`src/rtl/fp_issue_pkg.sv`:
```
// Shared definitions for the FP pair issuer: operand width and FSM state type.
// Latency: n/a (definitions only).
// Backpressure: n/a.
package fp_issue_pkg;

  localparam int FP_W = 64;

  typedef enum logic [0:0] {
    IDLE  = 1'b0,
    ISSUE = 1'b1
  } state_t;

endpackage

```
`src/rtl/fp_op_fifo.sv`:
```
// Operand FIFO with full/empty flags, simultaneous push/pop and empty bypass.
// Latency: a push into an empty FIFO is visible on head_dat in the same cycle.
// Backpressure: none upstream; a push to a full FIFO that is not popping is dropped.
//
// Ports:
//   clk, rst_n          clock, async active-low reset (empties the FIFO)
//   push, push_dat      write strobe and word
//   pop                 consume the head word (caller only pops when a word is present)
//   head_dat            head of queue, or push_dat when empty
//   full, empty         occupancy flags (registered state)
module fp_op_fifo #(
  parameter int DEPTH = 4,
  parameter int W     = 64
) (
  input  logic         clk,
  input  logic         rst_n,
  input  logic         push,
  input  logic [W-1:0] push_dat,
  input  logic         pop,
  output logic [W-1:0] head_dat,
  output logic         full,
  output logic         empty
);

  localparam int AW = (DEPTH > 1) ? $clog2(DEPTH) : 1;

  logic [W-1:0]  mem [DEPTH];
  logic [AW-1:0] wr_ptr;
  logic [AW-1:0] rd_ptr;
  logic [AW:0]   count;
  logic          do_push;
  logic          do_pop;
  logic          pass_thru;

  assign empty = (count == '0);
  assign full  = (count == (AW+1)'(DEPTH));

  // A word pushed and popped in the same cycle while empty never touches storage.
  assign pass_thru = pop && empty && push;
  assign do_pop    = pop && !empty;
  assign do_push   = push && (!full || pop) && !pass_thru;

  assign head_dat = empty ? push_dat : mem[rd_ptr];

  always_ff @(posedge clk) begin
    if (do_push) begin
      mem[wr_ptr] <= push_dat;
    end
  end

  always_ff @(posedge clk or negedge rst_n) begin
    if (!rst_n) begin
      wr_ptr <= '0;
      rd_ptr <= '0;
      count  <= '0;
    end else begin
      if (do_push) wr_ptr <= wr_ptr + AW'(1);
      if (do_pop)  rd_ptr <= rd_ptr + AW'(1);
      case ({do_push, do_pop})
        2'b10:   count <= count + (AW+1)'(1);
        2'b01:   count <= count - (AW+1)'(1);
        default: count <= count;
      endcase
    end
  end

endmodule

```
`src/rtl/fp_pair_issuer.sv`:
```
// Pairs A/B operand streams and issues them to an AXI-Stream FP core, credit-limited.
// Latency: 1 cycle from the second operand's vld to both tvalids (when idle with credit).
// Backpressure: per-channel tready holds that channel; operand inputs are never stalled
//               (overflow is dropped and flagged), result channel is always ready.
//
// Ports:
//   clk, rst_n                              clock, async active-low reset
//   op_a/op_a_vld, op_b/op_b_vld            operand pushes
//   s_axis_a_*, s_axis_b_*                  operand channels to the FP core
//   m_axis_result_*                         result channel from the FP core
//   result/result_vld                       registered copy of core results
//   ovf_err, unf_err                        sticky overflow / underflow flags
//   issue_cnt, result_cnt                   present only with FP_ISSUER_STATS_EN defined
module fp_pair_issuer
  import fp_issue_pkg::*;
#(
  parameter int DEPTH   = 4,
  parameter int MAX_OUT = 8
) (
  input  logic            clk,
  input  logic            rst_n,
  input  logic [FP_W-1:0] op_a,
  input  logic            op_a_vld,
  input  logic [FP_W-1:0] op_b,
  input  logic            op_b_vld,
  output logic [FP_W-1:0] s_axis_a_tdata,
  output logic            s_axis_a_tvalid,
  input  logic            s_axis_a_tready,
  output logic [FP_W-1:0] s_axis_b_tdata,
  output logic            s_axis_b_tvalid,
  input  logic            s_axis_b_tready,
  input  logic [FP_W-1:0] m_axis_result_tdata,
  input  logic            m_axis_result_tvalid,
  output logic            m_axis_result_tready,
  output logic [FP_W-1:0] result,
  output logic            result_vld,
  output logic            ovf_err,
  output logic            unf_err
`ifdef FP_ISSUER_STATS_EN
  ,
  output logic [31:0]     issue_cnt,
  output logic [31:0]     result_cnt
`endif
);

  localparam int OW = $clog2(MAX_OUT + 1);
  localparam logic [OW-1:0] MAX_OUT_V = OW'(MAX_OUT);

  state_t          state;
  state_t          state_nxt;
  logic            load;
  logic            pair_done;
  logic            can_issue;
  logic [FP_W-1:0] a_head;
  logic [FP_W-1:0] b_head;
  logic            a_full;
  logic            a_empty;
  logic            b_full;
  logic            b_empty;
  logic            a_avail;
  logic            b_avail;
  logic [OW-1:0]   outstanding;
  logic [OW-1:0]   out_nxt;
  logic            unf_hit;
  logic            ovf_hit;

  assign m_axis_result_tready = 1'b1;

  fp_op_fifo #(.DEPTH(DEPTH), .W(FP_W)) u_fifo_a (
    .clk      (clk),
    .rst_n    (rst_n),
    .push     (op_a_vld),
    .push_dat (op_a),
    .pop      (load),
    .head_dat (a_head),
    .full     (a_full),
    .empty    (a_empty)
  );

  fp_op_fifo #(.DEPTH(DEPTH), .W(FP_W)) u_fifo_b (
    .clk      (clk),
    .rst_n    (rst_n),
    .push     (op_b_vld),
    .push_dat (op_b),
    .pop      (load),
    .head_dat (b_head),
    .full     (b_full),
    .empty    (b_empty)
  );

  // An operand arriving this cycle can be issued immediately via the FIFO bypass.
  assign a_avail = !a_empty || op_a_vld;
  assign b_avail = !b_empty || op_b_vld;

  assign ovf_hit = (op_a_vld && a_full && !load) || (op_b_vld && b_full && !load);

  // A channel is finished once its tvalid is low or its handshake happens now.
  assign pair_done = (state == ISSUE) &&
                     (!s_axis_a_tvalid || s_axis_a_tready) &&
                     (!s_axis_b_tvalid || s_axis_b_tready);

  always_comb begin
    out_nxt = outstanding;
    unf_hit = 1'b0;
    case ({pair_done, m_axis_result_tvalid})
      2'b10: out_nxt = outstanding + OW'(1);
      2'b01: begin
        if (outstanding == '0) unf_hit = 1'b1;
        else                   out_nxt = outstanding - OW'(1);
      end
      default: out_nxt = outstanding;
    endcase
  end

  // Credit is judged on next cycle's count so a completing pair is already
  // charged and a returning result frees its slot without an extra cycle.
  assign can_issue = a_avail && b_avail && (out_nxt < MAX_OUT_V);

  always_ff @(posedge clk or negedge rst_n) begin
    if (!rst_n) state <= IDLE;
    else        state <= state_nxt;
  end

  always_comb begin
    state_nxt = state;
    load      = 1'b0;
    case (state)
      IDLE: begin
        if (can_issue) begin
          state_nxt = ISSUE;
          load      = 1'b1;
        end
      end
      ISSUE: begin
        if (pair_done) begin
          if (can_issue) load      = 1'b1;
          else           state_nxt = IDLE;
        end
      end
      default: state_nxt = IDLE;
    endcase
  end

  always_ff @(posedge clk or negedge rst_n) begin
    if (!rst_n) begin
      s_axis_a_tdata  <= '0;
      s_axis_a_tvalid <= 1'b0;
      s_axis_b_tdata  <= '0;
      s_axis_b_tvalid <= 1'b0;
    end else if (load) begin
      s_axis_a_tdata  <= a_head;
      s_axis_a_tvalid <= 1'b1;
      s_axis_b_tdata  <= b_head;
      s_axis_b_tvalid <= 1'b1;
    end else begin
      if (s_axis_a_tvalid && s_axis_a_tready) s_axis_a_tvalid <= 1'b0;
      if (s_axis_b_tvalid && s_axis_b_tready) s_axis_b_tvalid <= 1'b0;
    end
  end

  always_ff @(posedge clk or negedge rst_n) begin
    if (!rst_n) begin
      outstanding <= '0;
      ovf_err     <= 1'b0;
      unf_err     <= 1'b0;
      result      <= '0;
      result_vld  <= 1'b0;
    end else begin
      outstanding <= out_nxt;
      if (ovf_hit) ovf_err <= 1'b1;
      if (unf_hit) unf_err <= 1'b1;
      result_vld <= m_axis_result_tvalid;
      if (m_axis_result_tvalid) result <= m_axis_result_tdata;
    end
  end

`ifdef FP_ISSUER_STATS_EN
  always_ff @(posedge clk or negedge rst_n) begin
    if (!rst_n) begin
      issue_cnt  <= '0;
      result_cnt <= '0;
    end else begin
      if (pair_done)            issue_cnt  <= issue_cnt + 32'd1;
      if (m_axis_result_tvalid) result_cnt <= result_cnt + 32'd1;
    end
  end
`endif

endmodule

```
`config.mk`:
```
export PLATFORM = sky130hd
export DESIGN_NAME = fp_pair_issuer
export DESIGN_NICKNAME = d
export VERILOG_FILES = /design/src/rtl/fp_issue_pkg.sv /design/src/rtl/fp_op_fifo.sv /design/src/rtl/fp_pair_issuer.sv
export SDC_FILE = /design/constraint.sdc
export NUM_CORES = 1
export LEC_CHECK = 0
export CORE_MARGIN = 10
export CORE_UTILIZATION = 59
export DETAILED_ROUTE_END_ITERATION = 6
export GPL_ROUTABILITY_DRIVEN = 0
export PLACE_DENSITY = 0.85
export SLEW_MARGIN = 20
export SYNTH_ARGS = -nofsm -noshare
export SYNTH_HDL_FRONTEND = slang
export SYNTH_HIERARCHICAL = 1
export SYNTH_SLANG_ARGS = --single-unit
```
`constraint.sdc`:
```
create_clock -name clk -period 7.4 [get_ports clk]
set_input_delay 2.22 -clock clk [delete_from_list [all_inputs] [get_ports clk]]
set_output_delay 2.22 -clock clk [all_outputs]
set_load 0.02 [all_outputs]
```
After elaboration in Yosys (flattened, before gate mapping)
Memory sizes are Yosys's and may differ from the RTL's.
Cells that the tools add are included.
- word-level logic and storage cells: 102
- memory bits (writable): 512
- memories: 2
- input bits: 199
- register bits after elaboration: 216
- output and inout bits: 198
- memories (name ; words ; bits a word ; rd ports ; clocked after Yosys merged registers in ; wr ports ; RTL line ; RTL):
    u_fifo_a.mem ; 4 ; 64 ; 1 ; 0 ; 1 ; fp_op_fifo.sv:27 ; logic [W-1:0] mem [DEPTH];
    u_fifo_b.mem ; 4 ; 64 ; 1 ; 0 ; 1 ; fp_op_fifo.sv:27 ;
- muxes and demuxes: 21
- reduce and logical (&&, ||, !) cells: 43
- bitwise gates (word level): 1
- equal/unequal tests: 8
- $add $sub $neg: 10
- $lt $le $gt $ge: 1
- operators with widths (operator ; count):
    64-bit two-way mux ; 2
    1-bit logical AND ; 20
    1-bit two-way mux ; 13
    3-bit one-hot mux with 2 select lines ; 2
    1-bit logical NOT ; 9
    2-bit by 1-bit adder with 2-bit output, second input constant ; 4
    4-bit one-hot mux with 2 select lines ; 1
    2-bit nonzero test ; 4
    1-bit logical OR ; 7
    3-bit by 1-bit adder with 3-bit output, second input constant ; 2
    2-bit by 1-bit equality test with 1-bit output, second input constant ; 3
    2-bit equality test, second input constant ; 3
    3-bit equality test, second input constant ; 2
    3-bit logical NOT ; 2
    3-bit by 1-bit subtractor with 3-bit output, second input constant ; 2
    4-bit by 1-bit adder with 4-bit output, second input constant ; 1
    4-bit logical NOT ; 1
    4-bit < comparator, second input constant ; 1
    4-bit two-way mux ; 1
    1-bit one-hot mux with 2 select lines ; 2
    4-bit by 1-bit subtractor with 4-bit output, second input constant ; 1
    1-bit NOT ; 1

Longest topological paths before layout
- depth after elaboration: 17
- depth in mapped cells: 20

By module
The synthesis kept the hierarchy.
- modules (own cells, without submodules) (module ; times used ; cells an instance ; area each (µm²) ; sequential area each (µm²)):
    fp_op_fifo ; 2 ; 579 ; 10467.5 ; 7862.5
    fp_pair_issuer ; 1 ; 466 ; 7674.9 ; 5054.8

Least setup slack after synthesis
Ideal clock, no wire load.
- path kind: input port to flip-flop
- from: input m_axis_result_tvalid
- to: memory u_fifo_a.mem[0][0] (enable)
- stages: 13
- data arrival time: 6322 ps
- setup time: 429 ps
- path slack: 649 ps
- buffers on the path: 4
- required time: 6971 ps
- cells stage by stage: clkbuf_1 -> clkbuf_1 -> inv_1 -> ha_1 -> and3b_1 -> mux2i_1 -> o311ai_1 -> nor3b_2 -> buf_4 -> buf_4 -> xnor2_1 -> o31a_1 -> and2_1
- cells in the longest elaborated chain, start to end: 13
- RTL lines (what ; RTL line ; RTL):
    from (decl) ; fp_pair_issuer.sv:33 ; input logic m_axis_result_tvalid,
    2-bit by 1-bit equality test with 1-bit output / 2-bit equality test (equally long branches) ; fp_pair_issuer.sv:105 ; case ({pair_done, m_axis_result_tvalid})
    4-bit one-hot mux with 2 select lines (*) ; fp_pair_issuer.sv:105 ;
    net out_nxt[3] ; fp_pair_issuer.sv:63 ; logic [OW-1:0] out_nxt;
    4-bit < comparator (*) ; fp_pair_issuer.sv:117 ; assign can_issue = a_avail && b_avail && (out_nxt < MAX_OUT_V);
    1-bit logical AND (*) ; fp_pair_issuer.sv:117 ;
    1-bit two-way mux (*) ; fp_pair_issuer.sv:129, fp_pair_issuer.sv:136 ;
    1-bit two-way mux ; fp_pair_issuer.sv:135 ; if (pair_done) begin
    1-bit one-hot mux with 2 select lines (*) ; fp_pair_issuer.sv:127 ; case (state)
    net load ; fp_pair_issuer.sv:51 ; logic load;
    1-bit logical AND (2 in series) ; fp_op_fifo.sv:39 ; assign pass_thru = pop && empty && push;
    1-bit logical NOT ; fp_op_fifo.sv:41 ; assign do_push = push && (!full || pop) && !pass_thru;
    1-bit logical AND (*) ; fp_op_fifo.sv:41 ;
    1-bit two-way mux (*) ; fp_op_fifo.sv:46 ; if (do_push) begin
    1-bit two-way mux (not written as such) (*) ; fp_op_fifo.sv:47 ; mem[wr_ptr] <= push_dat;
    to (decl) ; fp_op_fifo.sv:27 ;
The timed path passes the listed nets; every way through them passes the cells marked *.

Final worst setup path
- from: input s_axis_b_tready
- to: register u_fifo_b.count[2]
- RTL lines (what ; RTL line ; RTL):
    from (decl) ; fp_pair_issuer.sv:31 ; input logic s_axis_b_tready,
    1-bit logical OR (*) ; fp_pair_issuer.sv:100 ; (!s_axis_b_tvalid || s_axis_b_tready);
    1-bit logical AND (*) ; fp_pair_issuer.sv:99 ; (!s_axis_a_tvalid || s_axis_a_tready) &&
    2-bit by 1-bit equality test with 1-bit output / 2-bit equality test (equally long branches) ; fp_pair_issuer.sv:105 ;
    4-bit one-hot mux with 2 select lines (*) ; fp_pair_issuer.sv:105 ;
    net out_nxt[3] ; fp_pair_issuer.sv:63 ;
    4-bit < comparator (*) ; fp_pair_issuer.sv:117 ;
    1-bit logical AND (*) ; fp_pair_issuer.sv:117 ;
    1-bit two-way mux (*) ; fp_pair_issuer.sv:129, fp_pair_issuer.sv:136 ;
    1-bit two-way mux ; fp_pair_issuer.sv:135 ;
    1-bit one-hot mux with 2 select lines (*) ; fp_pair_issuer.sv:127 ;
    1-bit logical AND (*) ; fp_op_fifo.sv:40 ; assign do_pop = pop && !empty;
    net u_fifo_b.do_pop ; fp_op_fifo.sv:32 ; logic do_pop;
    2-bit by 1-bit equality test with 1-bit output / 2-bit equality test (equally long branches) ; fp_op_fifo.sv:59 ; case ({do_push, do_pop})
    3-bit one-hot mux with 2 select lines / 2-bit nonzero test (equally long branches) ; - ;
    to (signal assigned) ; fp_op_fifo.sv:60 ; 2'b10: count <= count + (AW+1)'(1);
    to (signal assigned) ; fp_op_fifo.sv:61 ; 2'b01: count <= count - (AW+1)'(1);
    to (signal assigned) ; fp_op_fifo.sv:62 ; default: count <= count;
    to (decl) ; fp_op_fifo.sv:30 ; logic [AW:0] count;
Marks and branches as above.
A chain may end at the register's enable or synchronous reset.

==> impl_metrics.env <==
export IMPL_root_buffer="clkbuf_16"
export IMPL_cts_repair_resized=0
export IMPL_fp_dieW_um=240.2
export IMPL_crit_slowest_cell="buf_4"
export IMPL_drive_gt1_share_pct=18.94
export IMPL_clkLatencyLatePin_ps=610
export IMPL_async_flop_share_pct=29.67
export IMPL_regToRegStartpoint="s_axis_b_tvalid"
export IMPL_wl_met1_mm=25.05
export IMPL_fmax_mhz=178.5
export IMPL_fp_dieArea_mm2=0.05770
export IMPL_core_rowCount=80
export IMPL_num_nets_final=2249
export IMPL_maxCapViolations=0
export IMPL_cts_sinks=728
export IMPL_synth_seq_cells=728
export IMPL_wl_met2_mm=33.64
export IMPL_worst_pin_slew_ps=975.1
export IMPL_cts_max_path_buffers=3
export IMPL_postRouteAntennaNets=0
export IMPL_post_cts_buffers=0
export IMPL_holdBufCountCts=0
export IMPL_totalPowerFinal_w=0.01523
export IMPL_hold_depth=1
export IMPL_finalHoldViolations=0
export IMPL_maxSlewViolCount=0
export IMPL_critPathMaxStageDelay_ps=510
export IMPL_cp_max_fo=35
export IMPL_cp_required_ps=7910
export IMPL_stdcell_count=2710
export IMPL_pwr_density_cell_mw_per_mm2=430.4
export IMPL_endpoint_kind="register"
export IMPL_critical_path_class="primary input to register"
export IMPL_rsz0062_at_grt="no"
export IMPL_cts_buffers=71
export IMPL_cts_tree="yes"
export IMPL_num_vias=15745
export IMPL_yosysTopAreaCellShare_pct=53.74
export IMPL_outcome="complete, no violations"
export IMPL_synth_cell_types=43
export IMPL_gr_total_overflow=0
export IMPL_ioPinCount=397
export IMPL_grt_pass1_vias=16892
export IMPL_drtIter0Drc=1526
export IMPL_drt_wl_total_mm=66.23
export IMPL_critPathTopFamily="simple AND/OR/NAND/NOR gates"
export IMPL_grt_pass1_wl_mm=101.4
export IMPL_die_h_um=240.2
export IMPL_highest_layer="met4"
export IMPL_antenna_found_initial=4
export IMPL_gr_usage_all_layers_pct=23.01
export IMPL_leakage_nw=13.15
export IMPL_synth_area_leaders="edfxtp_1, dfrtp_1, mux4_2"
export IMPL_setup_violations=0
export IMPL_grt_max_degree=117
export IMPL_syn_nets=1840
export IMPL_avgViaCountPerCell=5.810
export IMPL_fin_crit_ps=5602
export IMPL_synth_top_cell_by_area="edfxtp_1"
export IMPL_hp_start="s_axis_b_tdata[2]"
export IMPL_whs_endpoint="s_axis_b_tdata[2]"
export IMPL_dp_cells=2575
export IMPL_max_vdd_ir_drop_v=0.0002715
export IMPL_wl_per_cell_um=24.44
export IMPL_path_cells="clkdlybuf4s50_1 > nor2b_1 > nor2_1 > nand2_1 > inv_1 > ha_1 > nand4b_1 > o211ai_1 > o311ai_1 > nor3b_4 > buf_4 > and2_1 > ha_1 > inv_1 > fa_1 > xor2_1 > nor2_1 > xor2_1"
export IMPL_finClkSkew_ps=24.62
export IMPL_hp_class="register to register"
export IMPL_yosysWarningCount=6
export IMPL_crit_buf_inv=4
export IMPL_start_util_pct=59.80
export IMPL_synthFlopType="edfxtp_1"
export IMPL_reg2reg_slack_ps=3410
export IMPL_relSlewSlack_pct=35.00
export IMPL_fin_crit_sh_pct=75.70
export IMPL_numPortBuffers=395
export IMPL_r2r_worst_path_cells=17
export IMPL_r2r_end="u_fifo_b/count[2]"
export IMPL_cts_htree_levels=3
export IMPL_synthToLayoutAreaGrowth_pct=23.70
export IMPL_worstPathArrival_ps=6110
export IMPL_finalHoldWorstSlack_ps=484.1
export IMPL_syn_area_per_cell_um2=17.62
export IMPL_core_area_mm2=0.04785
export IMPL_syn_inst=1624
export IMPL_clkTransAtPathRegs_ps=60
export IMPL_met3_wirelength_mm=6.377
export IMPL_synth_edf_count=512
export IMPL_syn_area_mm2=0.02861
export IMPL_firstDrtPassIters=5
export IMPL_dp_hpwl_mm=40.50
export IMPL_setup_tns_final_ps=0
export IMPL_startpoint_type="primary input"
export IMPL_drc=0
export IMPL_ys_seq_area_share_pct=72.63
## report_power, final
| group | internal (W) | switching, W |
|---|---|---|
| Combinational | 0.00264 | 0.00296 |
| Clock | 0.00203 | 0.00149 |
| Sequential | 0.00557 | 0.000540 |
| Total | 0.0102 | 0.00499 |
## registers in the layout (all words and copies together), names as in the netlist
signal           cells
u_fifo_a/wr_ptr      2
s_axis_b_tvalid      1
result_vld           1
u_fifo_a/rd_ptr      2
u_fifo_b/mem       256
s_axis_a_tvalid      1
u_fifo_a/count       3
state                1
u_fifo_a/mem       256
ovf_err              1
u_fifo_b/rd_ptr      2
outstanding          4
u_fifo_b/count       3
u_fifo_b/wr_ptr      2
result              64
s_axis_a_tdata      64
s_axis_b_tdata      64
unf_err              1
## cell families after synthesis
family,Yosys count,share of synthesized area [%]
XOR/XNOR,14,0.4286
buffers and inverters,101,2.038
AO/OA/AOI/OAI,18,0.4286
adder cells (fa/ha/maj),17,0.7959
multiplexers,325,17.82
flip-flops,728,72.63
AND/OR/NAND/NOR,420,5.847
other,1,0.01311
## cell type report
| class | instances | area (um2) |
|---|---|---|
| sequential | 728 | 20790 |
| fill | 2703 | 12460 |
| multi-input combinational | 795 | 7263 |
| timing repair buffer | 414 | 4184 |
| clock buffer | 102 | 2077 |
| tap | 615 | 769.5 |
| clock inverter | 29 | 210.2 |
| inverter | 23 | 86.33 |
| antenna | 4 | 10.01 |
## per-layer routing
metal  global-route usage (%)  vias up
met5                        0        -
met4                    6.231        0
met3                    6.549       81
met2                    37.94      735
met1                    29.65     8078
li1                         -     6851
## worst max-delay path by stage
stage                                    start                 end  slack (ps)  cells past startpoint
after detailed placement       s_axis_b_tready   u_fifo_b/count[2]        1160                     18
after global placement         s_axis_b_tready   u_fifo_b/count[2]        1280                     18
after global routing           s_axis_a_tready   u_fifo_b/count[2]        1470                     18
after floorplan           m_axis_result_tvalid  u_fifo_a/mem[0][0]         650                     13
final                          s_axis_b_tready   u_fifo_b/count[2]        1800                     18
after CTS                      s_axis_b_tready   u_fifo_b/count[2]        1790                     18
## cell usage after synthesis, drive strengths merged (2+ instances only)
cell type,count
o31ai,2
a22oi,2
inv,23
mux4,128
and2,10
dfrtp,216
o21ai,3
mux2i,3
edfxtp,512
and3,2
mux2,194
o31a,2
nand3,2
buf,69
xor2,6
nor3,2
nor4b,2
clkbuf,9
nor2b,2
or2,4
or3,2
fa,2
nand2,386
a21oi,3
ha,15
nor2,4
xnor2,8
## through the flow
stage | instance area, um2 | setup slack (ps) | utilization [%]
4_1_cts | 35380 | 1791 | 73.95
6_report | 35390 | 1798 | 73.97
2_1_floorplan | 28610 | 649.2 | -
3_5_place_dp | 33090 | 1160 | 69.17
5_1_grt | 35390 | 1469 | 73.96
3_3_place_gp | 33090 | 1283 | 69.17
## placed cells by master (no fill, tap or decap), types with 16 or more instances in the layout
cell,n
mux4_2,128
mux2_1,76
nand2_1,386
clkbuf_16,74
inv_1,21
clkinv_2,17
clkbuf_1,16
edfxtp_1,512
clkdlybuf4s50_1,393
dfrtp_1,212
mux2_2,118
(Power assumes the default switching activity.)
